[config.mk]
export PLATFORM = sky130hd
export DESIGN_NAME = tx_queue
export DESIGN_NICKNAME = d
export VERILOG_FILES = /design/src/rtl/uart_pkg.sv /design/src/rtl/sync2.sv /design/src/rtl/tx_queue.sv
export SDC_FILE = /design/constraint.sdc
export NUM_CORES = 1
export LEC_CHECK = 0
export CAP_MARGIN = 0
export CORE_MARGIN = 3
export CORE_UTILIZATION = 41
export CTS_CLUSTER_DIAMETER = 50
export DETAILED_ROUTE_END_ITERATION = 12
export GPL_ROUTABILITY_DRIVEN = 0
export PLACE_DENSITY = 0.69
export SYNTH_ARGS = -nofsm -noshare
export SYNTH_HDL_FRONTEND = slang
export SYNTH_SLANG_ARGS = --single-unit
[constraint.sdc]
create_clock -name sys_clk -period 3.1 [get_ports sys_clk]
set_clock_uncertainty 0.05 [all_clocks]
set_input_delay 0.465 -clock sys_clk [delete_from_list [all_inputs] [get_ports sys_clk]]
set_output_delay 0.465 -clock sys_clk [all_outputs]
set_load 0.02 [all_outputs]
[src/rtl/uart_pkg.sv]
// Shared UART definitions.
// Holds the transmit-queue launch FSM state encoding and the default
// character/queue geometry used when UART blocks are instantiated.
package uart_pkg;

    // Default character width and log2 queue depth for UART blocks.
    localparam int UART_DATA_BITS  = 8;
    localparam int UART_FIFO_WIDTH = 4;

    // Launch FSM states of the transmit queue.
    typedef enum logic [1:0] {
        TX_Q_IDLE  = 2'd0,
        TX_Q_LOAD  = 2'd1,
        TX_Q_START = 2'd2,
        TX_Q_DRAIN = 2'd3
    } tx_q_state_t;

endpackage

[src/rtl/sync2.sv]
// Two-flop synchronizer for signals crossing into the local clock domain.
// Ports:
//   clk - destination clock
//   rst - asynchronous active-high reset, clears both stages
//   d   - asynchronous input bus (bits synchronized independently)
//   q   - synchronized output, two clk edges behind d
module sync2 #(
    parameter int WIDTH = 1
) (
    input  logic             clk,
    input  logic             rst,
    input  logic [WIDTH-1:0] d,
    output logic [WIDTH-1:0] q
);

    logic [WIDTH-1:0] meta_r;
    logic [WIDTH-1:0] sync_r;

    // Two back-to-back capture stages; the first may go metastable.
    always_ff @(posedge clk or posedge rst) begin
        if (rst) begin
            meta_r <= {WIDTH{1'b0}};
            sync_r <= {WIDTH{1'b0}};
        end else begin
            meta_r <= d;
            sync_r <= meta_r;
        end
    end

    assign q = sync_r;

endmodule

[src/rtl/tx_queue.sv]
// UART transmit queue: circular character buffer feeding a launch FSM that
// hands one character at a time to the transmitter using a
// Transmit_Start / Tx_Busy handshake.
// Ports:
//   sys_clk        - single clock, all state on its rising edge
//   rst            - asynchronous active-high reset
//   push_data      - host write strobe, one character per high cycle
//   push_data_in   - host character
//   flush          - drop queued characters, clear tx_overflow
//   bist_mode      - blocks launching of new characters
//   tx_busy        - transmitter busy (asynchronous, synchronized here)
//   tx_data        - character presented to the transmitter
//   transmit_start - launch request, held until the transmitter is busy
//   tx_full        - queue holds DEPTH characters
//   tx_empty       - queue holds no characters
//   tx_overflow    - sticky: a push was rejected because the queue was full
//   tx_count       - number of queued characters (0..DEPTH)
module tx_queue
    import uart_pkg::*;
#(
    parameter int DATA_BITS  = UART_DATA_BITS,
    parameter int FIFO_WIDTH = UART_FIFO_WIDTH
) (
    input  logic                  sys_clk,
    input  logic                  rst,
    input  logic                  push_data,
    input  logic [DATA_BITS-1:0]  push_data_in,
    input  logic                  flush,
    input  logic                  bist_mode,
    input  logic                  tx_busy,
    output logic [DATA_BITS-1:0]  tx_data,
    output logic                  transmit_start,
    output logic                  tx_full,
    output logic                  tx_empty,
    output logic                  tx_overflow,
    output logic [FIFO_WIDTH:0]   tx_count
);

    localparam int DEPTH = 2 ** FIFO_WIDTH;
    localparam logic [FIFO_WIDTH:0]   CNT_ZERO  = {(FIFO_WIDTH+1){1'b0}};
    localparam logic [FIFO_WIDTH:0]   CNT_ONE   = (FIFO_WIDTH+1)'(1);
    localparam logic [FIFO_WIDTH:0]   CNT_DEPTH = (FIFO_WIDTH+1)'(DEPTH);
    localparam logic [FIFO_WIDTH-1:0] PTR_ZERO  = {FIFO_WIDTH{1'b0}};
    localparam logic [FIFO_WIDTH-1:0] PTR_ONE   = FIFO_WIDTH'(1);
    localparam logic [DATA_BITS-1:0]  DATA_ZERO = {DATA_BITS{1'b0}};

    // Pointer advance; natural overflow wraps DEPTH-1 back to 0.
    function automatic logic [FIFO_WIDTH-1:0] ptr_inc(input logic [FIFO_WIDTH-1:0] p);
        return p + PTR_ONE;
    endfunction

    logic [DATA_BITS-1:0]  mem_r [DEPTH];
    logic [FIFO_WIDTH-1:0] wr_ptr_r;
    logic [FIFO_WIDTH-1:0] rd_ptr_r;
    logic [FIFO_WIDTH:0]   count_r;
    logic [DATA_BITS-1:0]  tx_data_r;
    logic                  start_r;
    logic                  overflow_r;
    tx_q_state_t           state_r;
    tx_q_state_t           state_nxt_s;
    logic                  busy_s;
    logic                  push_ok_s;
    logic                  pop_s;

    sync2 #(.WIDTH(1)) u_busy_sync (
        .clk (sys_clk),
        .rst (rst),
        .d   (tx_busy),
        .q   (busy_s)
    );

    assign tx_full  = (count_r == CNT_DEPTH);
    assign tx_empty = (count_r == CNT_ZERO);

    // A full queue rejects a push even when a pop happens in the same cycle;
    // a flush cycle also swallows any push.
    assign push_ok_s = push_data & ~tx_full & ~flush;
    assign pop_s     = (state_r == TX_Q_LOAD);

    // Buffer storage; deliberately not reset.
    always_ff @(posedge sys_clk) begin
        if (push_ok_s) begin
            mem_r[wr_ptr_r] <= push_data_in;
        end
    end

    // Pointers and occupancy; flush empties the queue in one cycle.
    always_ff @(posedge sys_clk or posedge rst) begin
        if (rst) begin
            wr_ptr_r <= PTR_ZERO;
            rd_ptr_r <= PTR_ZERO;
            count_r  <= CNT_ZERO;
        end else if (flush) begin
            wr_ptr_r <= PTR_ZERO;
            rd_ptr_r <= PTR_ZERO;
            count_r  <= CNT_ZERO;
        end else begin
            if (push_ok_s) begin
                wr_ptr_r <= ptr_inc(wr_ptr_r);
            end
            if (pop_s) begin
                rd_ptr_r <= ptr_inc(rd_ptr_r);
            end
            case ({push_ok_s, pop_s})
                2'b10:   count_r <= count_r + CNT_ONE;
                2'b01:   count_r <= count_r - CNT_ONE;
                default: count_r <= count_r;
            endcase
        end
    end

    // Sticky overflow flag, cleared only by reset or flush.
    always_ff @(posedge sys_clk or posedge rst) begin
        if (rst) begin
            overflow_r <= 1'b0;
        end else if (flush) begin
            overflow_r <= 1'b0;
        end else if (push_data && tx_full) begin
            overflow_r <= 1'b1;
        end
    end

    // Launch FSM next state. A flush cycle never starts a load, so LOAD
    // always finds at least one queued character.
    always_comb begin
        state_nxt_s = state_r;
        case (state_r)
            TX_Q_IDLE: begin
                if (!tx_empty && !bist_mode && !busy_s && !flush) begin
                    state_nxt_s = TX_Q_LOAD;
                end else begin
                    state_nxt_s = TX_Q_IDLE;
                end
            end
            TX_Q_LOAD: begin
                state_nxt_s = TX_Q_START;
            end
            TX_Q_START: begin
                if (busy_s) begin
                    state_nxt_s = TX_Q_DRAIN;
                end else begin
                    state_nxt_s = TX_Q_START;
                end
            end
            TX_Q_DRAIN: begin
                if (!busy_s) begin
                    state_nxt_s = TX_Q_IDLE;
                end else begin
                    state_nxt_s = TX_Q_DRAIN;
                end
            end
            default: begin
                state_nxt_s = TX_Q_IDLE;
            end
        endcase
    end

    // FSM state plus registered launch outputs. The head character is
    // captured on the LOAD edge and held until the next LOAD; flush does
    // not touch it, so an in-flight character always finishes.
    always_ff @(posedge sys_clk or posedge rst) begin
        if (rst) begin
            state_r   <= TX_Q_IDLE;
            tx_data_r <= DATA_ZERO;
            start_r   <= 1'b0;
        end else begin
            state_r <= state_nxt_s;
            start_r <= (state_nxt_s == TX_Q_START);
            if (pop_s) begin
                tx_data_r <= mem_r[rd_ptr_r];
            end
        end
    end

    assign tx_data        = tx_data_r;
    assign transmit_start = start_r;
    assign tx_overflow    = overflow_r;
    assign tx_count       = count_r;

endmodule

==> results of run 1 <==
routing by layer:
metal	routed length [um]	GRT usage	up-vias
met2	6660	0.253	123
li1	-	-	1672
met4	219	0.0688	0
met1	6020	0.222	1884
met3	754	0.0412	22
met5	0	0	-
flip-flops by register name, summed over array words and instances, names as in the netlist:
name,flops
mem_r,128
tx_data,8
tx_count,5
rd_ptr_r,4
wr_ptr_r,4
state_r,2
transmit_start,1
tx_overflow,1
u_busy_sync.meta_r,1
u_busy_sync.q,1
power breakdown:
part	switching (W)	internal [W]
sequential	0.000178	0.00237
combinational	0.000560	0.000527
clock	0.000805	0.00119
Yosys cell counts, types with 2 or more instances:
cell	count
a211oi_1	7
a21oi_1	4
a22oi_1	6
a2bb2oi_1	4
a32oi_1	5
and2_1	2
and3b_1	2
buf_2	5
buf_4	4
buf_6	2
clkbuf_1	8
dfrtp_1	27
edfxtp_1	128
ha_1	7
inv_1	7
mux2_2	2
mux2i_1	38
mux4_2	20
nand2_1	30
nand2b_1	5
nand3_1	6
nand4_1	2
nor2_1	43
nor2b_1	7
nor4_1	2
o21ai_0	5
o31ai_1	2
or3_1	2
xnor2_1	6
xor2_1	2
cell families after synthesis:
kind of cell / after synthesis / synth area share
xor+xnor: 8 / 0.0108
simple gates: 108 / 0.0789
compound gates: 42 / 0.0501
fa+ha+maj: 7 / 0.0134
flops: 155 / 0.694
mux: 60 / 0.131
buf+inv: 28 / 0.0219
cells in the final DEF (no fill, tap or decap), types with 7 or more instances in the layout:
cell type	netlist	layout
nor2_1	43	43
inv_1	7	7
buf_4	4	24
mux2i_1	38	38
dfrtp_1	27	26
edfxtp_1	128	128
nand2_1	30	30
nor2b_1	7	7
mux4_2	20	20
clkdlybuf4s50_1	0	30
ha_1	7	7
a211oi_1	7	7
clkbuf_16	0	17
layout make-up:
type | instances | area, um2 | share of cell area
tap | 211 | 264 | 0.0341
inverter | 8 | 30.0 | 0.00388
sequential | 155 | 4520 | 0.585
timing repair buffer | 55 | 500 | 0.0647
clock buffer | 22 | 444 | 0.0575
clock inverter | 10 | 120 | 0.0155
multi-input combinational | 225 | 1850 | 0.240
final timing paths:
| kind | start | end | slack, ns | cells past startpoint |
|---|---|---|---|---|
| min reg2reg | u_busy_sync.meta_r$_DFF_PP0_ | u_busy_sync.q$_DFF_PP0_ | 0.31 | 0 |
| max reg2reg | tx_count[1]$_DFFE_PP0P_ | tx_count[2]$_DFFE_PP0P_ | 0.46 | 7 |
| max in group asynchronous | rst | wr_ptr_r[2]$_DFFE_PP0P_ | 1.90 | 3 |
| min | u_busy_sync.meta_r$_DFF_PP0_ | u_busy_sync.q$_DFF_PP0_ | 0.31 | 0 |
| min in group asynchronous | rst | tx_count[3]$_DFFE_PP0P_ | 0.45 | 2 |
| max | tx_count[1]$_DFFE_PP0P_ | tx_empty | 0.18 | 3 |
stage by stage:
stage          hold WS, ns  utilization
6_report             0.314        0.503
5_1_grt              0.317        0.503
4_1_cts              0.315        0.503
3_5_place_dp         0.289        0.466
3_3_place_gp         0.286        0.466
2_1_floorplan        0.281            -
worst max-delay path, stage by stage, from the launching register on:
cell and delay (ns):
dfrtp_1 0.52, or4_1 0.64, nor2_1 0.20, clkdlybuf4s50_1 0.64
==> impl_metrics.json, run 1 <==
{
  "ctsResizeCount": 0,
  "dieArea_um2": 17400,
  "finalCritPeriodShare": 0.943,
  "instances_no_fill": 686,
  "ys_ff_latch": 155,
  "grt.overflow.total": 0,
  "yosys.area.top_type": "edfxtp_1",
  "placed_area_um2": 7170,
  "syn-cell-area_um2": 6510,
  "yosysWarnings": 0,
  "min_period_ns": 2.92,
  "cp.required_ns": 2.58,
  "dp.cells": 654,
  "relSlewSlack": 0.372,
  "ir_drop_uv": 416,
  "ctsRootBufferMaster": "clkbuf_16",
  "path_clk_slew_ns": 0.06,
  "postSynthAreaPerCell_um2": 16.0,
  "synthArstFlopShare": 0.174,
  "pre_cts_slack_ns": 0.325,
  "status": "completed",
  "wire_per_inst_um": 19.9,
  "cts_buffers": 17,
  "power_w": 0.00563,
  "clock_sinks": 155,
  "tightest_slew_ns": 0.938,
  "track_usage": 0.164,
  "syn_to_final_growth_pct": 18.7,
  "worstSetupPathType": "reg -> out",
  "postCtsSetupBuffers": 0,
  "setup_tns_ns": 0,
  "via_count": 3701,
  "cp-end-kind": "primary output",
  "portBuffers": 30,
  "cts_htree_levels": 4,
  "ys.flop_type": "edfxtp_1",
  "rsz0062_at_grt": "no",
  "hold_class": "reg -> reg",
  "synth_area_leaders": "edfxtp_1 (59%), dfrtp_1 (10%), mux4_2 (6.9%)",
  "final.setup.worst_slack_ns": 0.176,
  "cts_tree": "done",
  "core_area_um2": 15400,
  "critPathArrivalTime_ns": 2.41,
  "start_util": 0.424,
  "slew_violations": 0,
  "yosys.area.top_type_share": 0.590,
  "die_w_um": 132,
  "synthCells": 408,
  "grt_max_degree": 32,
  "synth_edf_count": 128,
  "hold_buffers": 0,
  "synth.distinct_cells": 48,
  "leakage_nw": 2.64,
  "die_y_um": 132,
  "finalHoldViolations": 0,
  "insertion_delay_ns": 0.42,
  "grt_pass1_vias": 3754,
  "final_area_um2": 7730,
  "startpoint_type": "flop",
  "dpl.hpwl_um": 8940,
  "cap_violations": 0,
  "drtIter0Drc": 312,
  "fillers": 1266,
  "nNetsFinal": 483,
  "wirelength_um": 13700,
  "drt_first_pass_iters": 5,
  "ys_seq_area_frac": 0.694,
  "crit_fanout": 10,
  "grt_pass1_wl_um": 21500,
  "drive_above_1_share": 0.168,
  "fmax_ghz": 0.342,
  "ant_nets": 0,
  "post-route-drc-count": 0,
  "std_cell_rows": 45,
  "via_per_inst": 5.40,
  "synthesis.nets": 429,
  "setup_viol": 0,
  "num_io_pins": 31,
  "antenna_cells": 0,
  "antenna_found_initial": 0,
  "power_density_nw_per_um2": 728,
  "cts_buffer_depth": 2
}
Power figures use the tool's default switching activity.
==> run 2: changes to the inputs <==
CORE_UTILIZATION = 55   (was 41)
PLACE_DENSITY = 0.85   (was 0.69)
SKIP_CTS_REPAIR_TIMING = 1   (was unset)
==> run 2 against run 1 <==
  * First-iteration DRC count grew 13%
  * Maximum frequency grew 0.36%
  * Sequential share of layout area grew 0.97 points
  * Clock power shrank 4%
  * Via count grew 0.49%
  * Critical path depth is the same
  * Die area shrank 24%
==> impl_metrics.json, run 2 (synthesized netlist as in run 1, its figures left out) <==
{
  "status": "completed",
  "regArea_um2": 4520,
  "critPathArrivalTime_ns": 2.40,
  "grt.overflow.total": 0,
  "wirelength_um": 13500,
  "ctsRootBufferMaster": "clkbuf_16",
  "dpl.hpwl_um": 8640,
  "cp.required_ns": 2.58,
  "power_density_nw_per_um2": 730,
  "crit_fanout": 10,
  "grt_pass1_wl_um": 21500,
  "drive_above_1_share": 0.175,
  "leakage_nw": 2.63,
  "dieArea_um2": 13200,
  "path_clk_slew_ns": 0.06,
  "post-route-drc-count": 0,
  "drt_first_pass_iters": 9,
  "clock_sinks": 155,
  "final_cell_mix": "edfxtp_1 (128), nor2_1 (43), mux2i_1 (38), nand2_1 (30), clkdlybuf4s50_1 (30)",
  "largest_reg_flops": 128,
  "nNetsFinal": 481,
  "placed_area_um2": 7050,
  "cts_buffers": 17,
  "final_common_cell": "edfxtp_1",
  "multi_input_area_um2": 1850,
  "cts_htree_levels": 4,
  "cpMaxStageDelayCell": "or4_1",
  "portBuffers": 30,
  "ir_drop_uv": 293,
  "cts_buffer_depth": 2,
  "final_area_um2": 7600,
  "via_per_inst": 6.04,
  "fmax_ghz": 0.343,
  "largest_register": "mem_r",
  "die_y_um": 115,
  "track_usage": 0.222,
  "pre_cts_slack_ns": 0.298,
  "grt_pass1_vias": 3867,
  "min_period_ns": 2.91,
  "relSlewSlack": 0.413,
  "finalHoldViolations": 0,
  "antenna_found_initial": 0,
  "final.setup.worst_slack_ns": 0.186,
  "tightest_slew_ns": 0.877,
  "via_count": 3719,
  "fillers": 723,
  "syn_to_final_growth_pct": 16.7,
  "cts_tree": "done",
  "path_cells": "or4_1 -> nor2_1 -> clkdlybuf4s50_1",
  "start_util": 0.566,
  "startpoint_type": "flop",
  "drtIter0Drc": 353,
  "slew_violations": 0,
  "insertion_delay_ns": 0.42,
  "setup_tns_ns": 0,
  "hold_class": "reg -> reg",
  "cp-end-kind": "primary output",
  "std_cell_rows": 39,
  "cap_violations": 0,
  "ant_nets": 0,
  "core_area_um2": 11500,
  "antenna_cells": 0,
  "wire_per_inst_um": 22.0,
  "setup_viol": 0,
  "worstSetupPathType": "reg -> out",
  "rsz0062_at_grt": "no",
  "slowest_delay_ns": 0.65,
  "num_io_pins": 31,
  "grt_max_degree": 25,
  "die_w_um": 115,
  "finalCritPeriodShare": 0.940
}
-- run 2: cell types whose count changed in the layout (fill, tap and decap cells not counted), moves of 2 or more --
cell / previous run / this run
clkbuf_1: 5 / 0
inv_8: 0 / 2
clkinv_2: 1 / 3
bufinv_16: 2 / 0
inv_6: 1 / 3
-- run 2: layout make-up --
cell class,instances,share of cell area
multi-input cells,225,0.244
repair buffers,53,0.0622
clock inverters,14,0.0146
flip-flops and latches,155,0.594
clock buffers,18,0.0577
well taps,143,0.0235
inverters,8,0.00395
-- run 2: power by group --
| part | internal (W) | leakage [nW] | switching (W) | total, W |
|---|---|---|---|---|
| registers | 0.00237 | 1.50 | 0.000160 | 0.00253 |
| logic | 0.000525 | 0.870 | 0.000589 | 0.00111 |
| clock network | 0.00106 | 0.263 | 0.000849 | 0.00191 |
| total | 0.00396 | 2.63 | 0.00160 | 0.00555 |
-- run 2: path summary, 6_finish.rpt --
kind                                         startpoint                      end  slack, ns  cells after the start
max in group asynchronous                           rst   tx_data[0]$_DFFE_PP0N_       1.91                      3
hold reg to reg            u_busy_sync.meta_r$_DFF_PP0_  u_busy_sync.q$_DFF_PP0_       0.30                      0
min in group asynchronous                           rst  rd_ptr_r[0]$_DFFE_PP0P_       0.46                      2
setup / recovery                tx_count[1]$_DFFE_PP0P_                  tx_full       0.19                      3
setup reg to reg                tx_count[1]$_DFFE_PP0P_  tx_count[2]$_DFFE_PP0P_       0.38                      7
hold / removal             u_busy_sync.meta_r$_DFF_PP0_  u_busy_sync.q$_DFF_PP0_       0.30                      0
-- run 2: critical path: cells and delay by family (launching register included) --
| family | cells | cell delay [ns] |
|---|---|---|
| flops | 1 | 0.51 |
| buf+inv | 1 | 0.63 |
| simple gates | 2 | 0.83 |
-- run 2: through the flow --
step | total power [W] | hold slack, ns | cells | utilization
after CTS | 0.00558 | 0.308 | 616 | 0.660
after floorplan | 0.00329 | 0.281 | 408 | -
after global routing | 0.00576 | 0.310 | 616 | 0.660
final | 0.00555 | 0.305 | 616 | 0.660
after global placement | 0.00362 | 0.285 | 584 | 0.613
after detailed placement | 0.00367 | 0.296 | 584 | 0.613
-- run 2: metal layers --
layer / wire [um] / vias up / GRT usage / share of wire
met5: 0 / - / 0 / 0
met4: 294 / 0 / 0.0806 / 0.022
met3: 1070 / 26 / 0.0516 / 0.079
met2: 6810 / 201 / 0.358 / 0.50
met1: 5360 / 1824 / 0.299 / 0.40
li1: - / 1668 / - / -
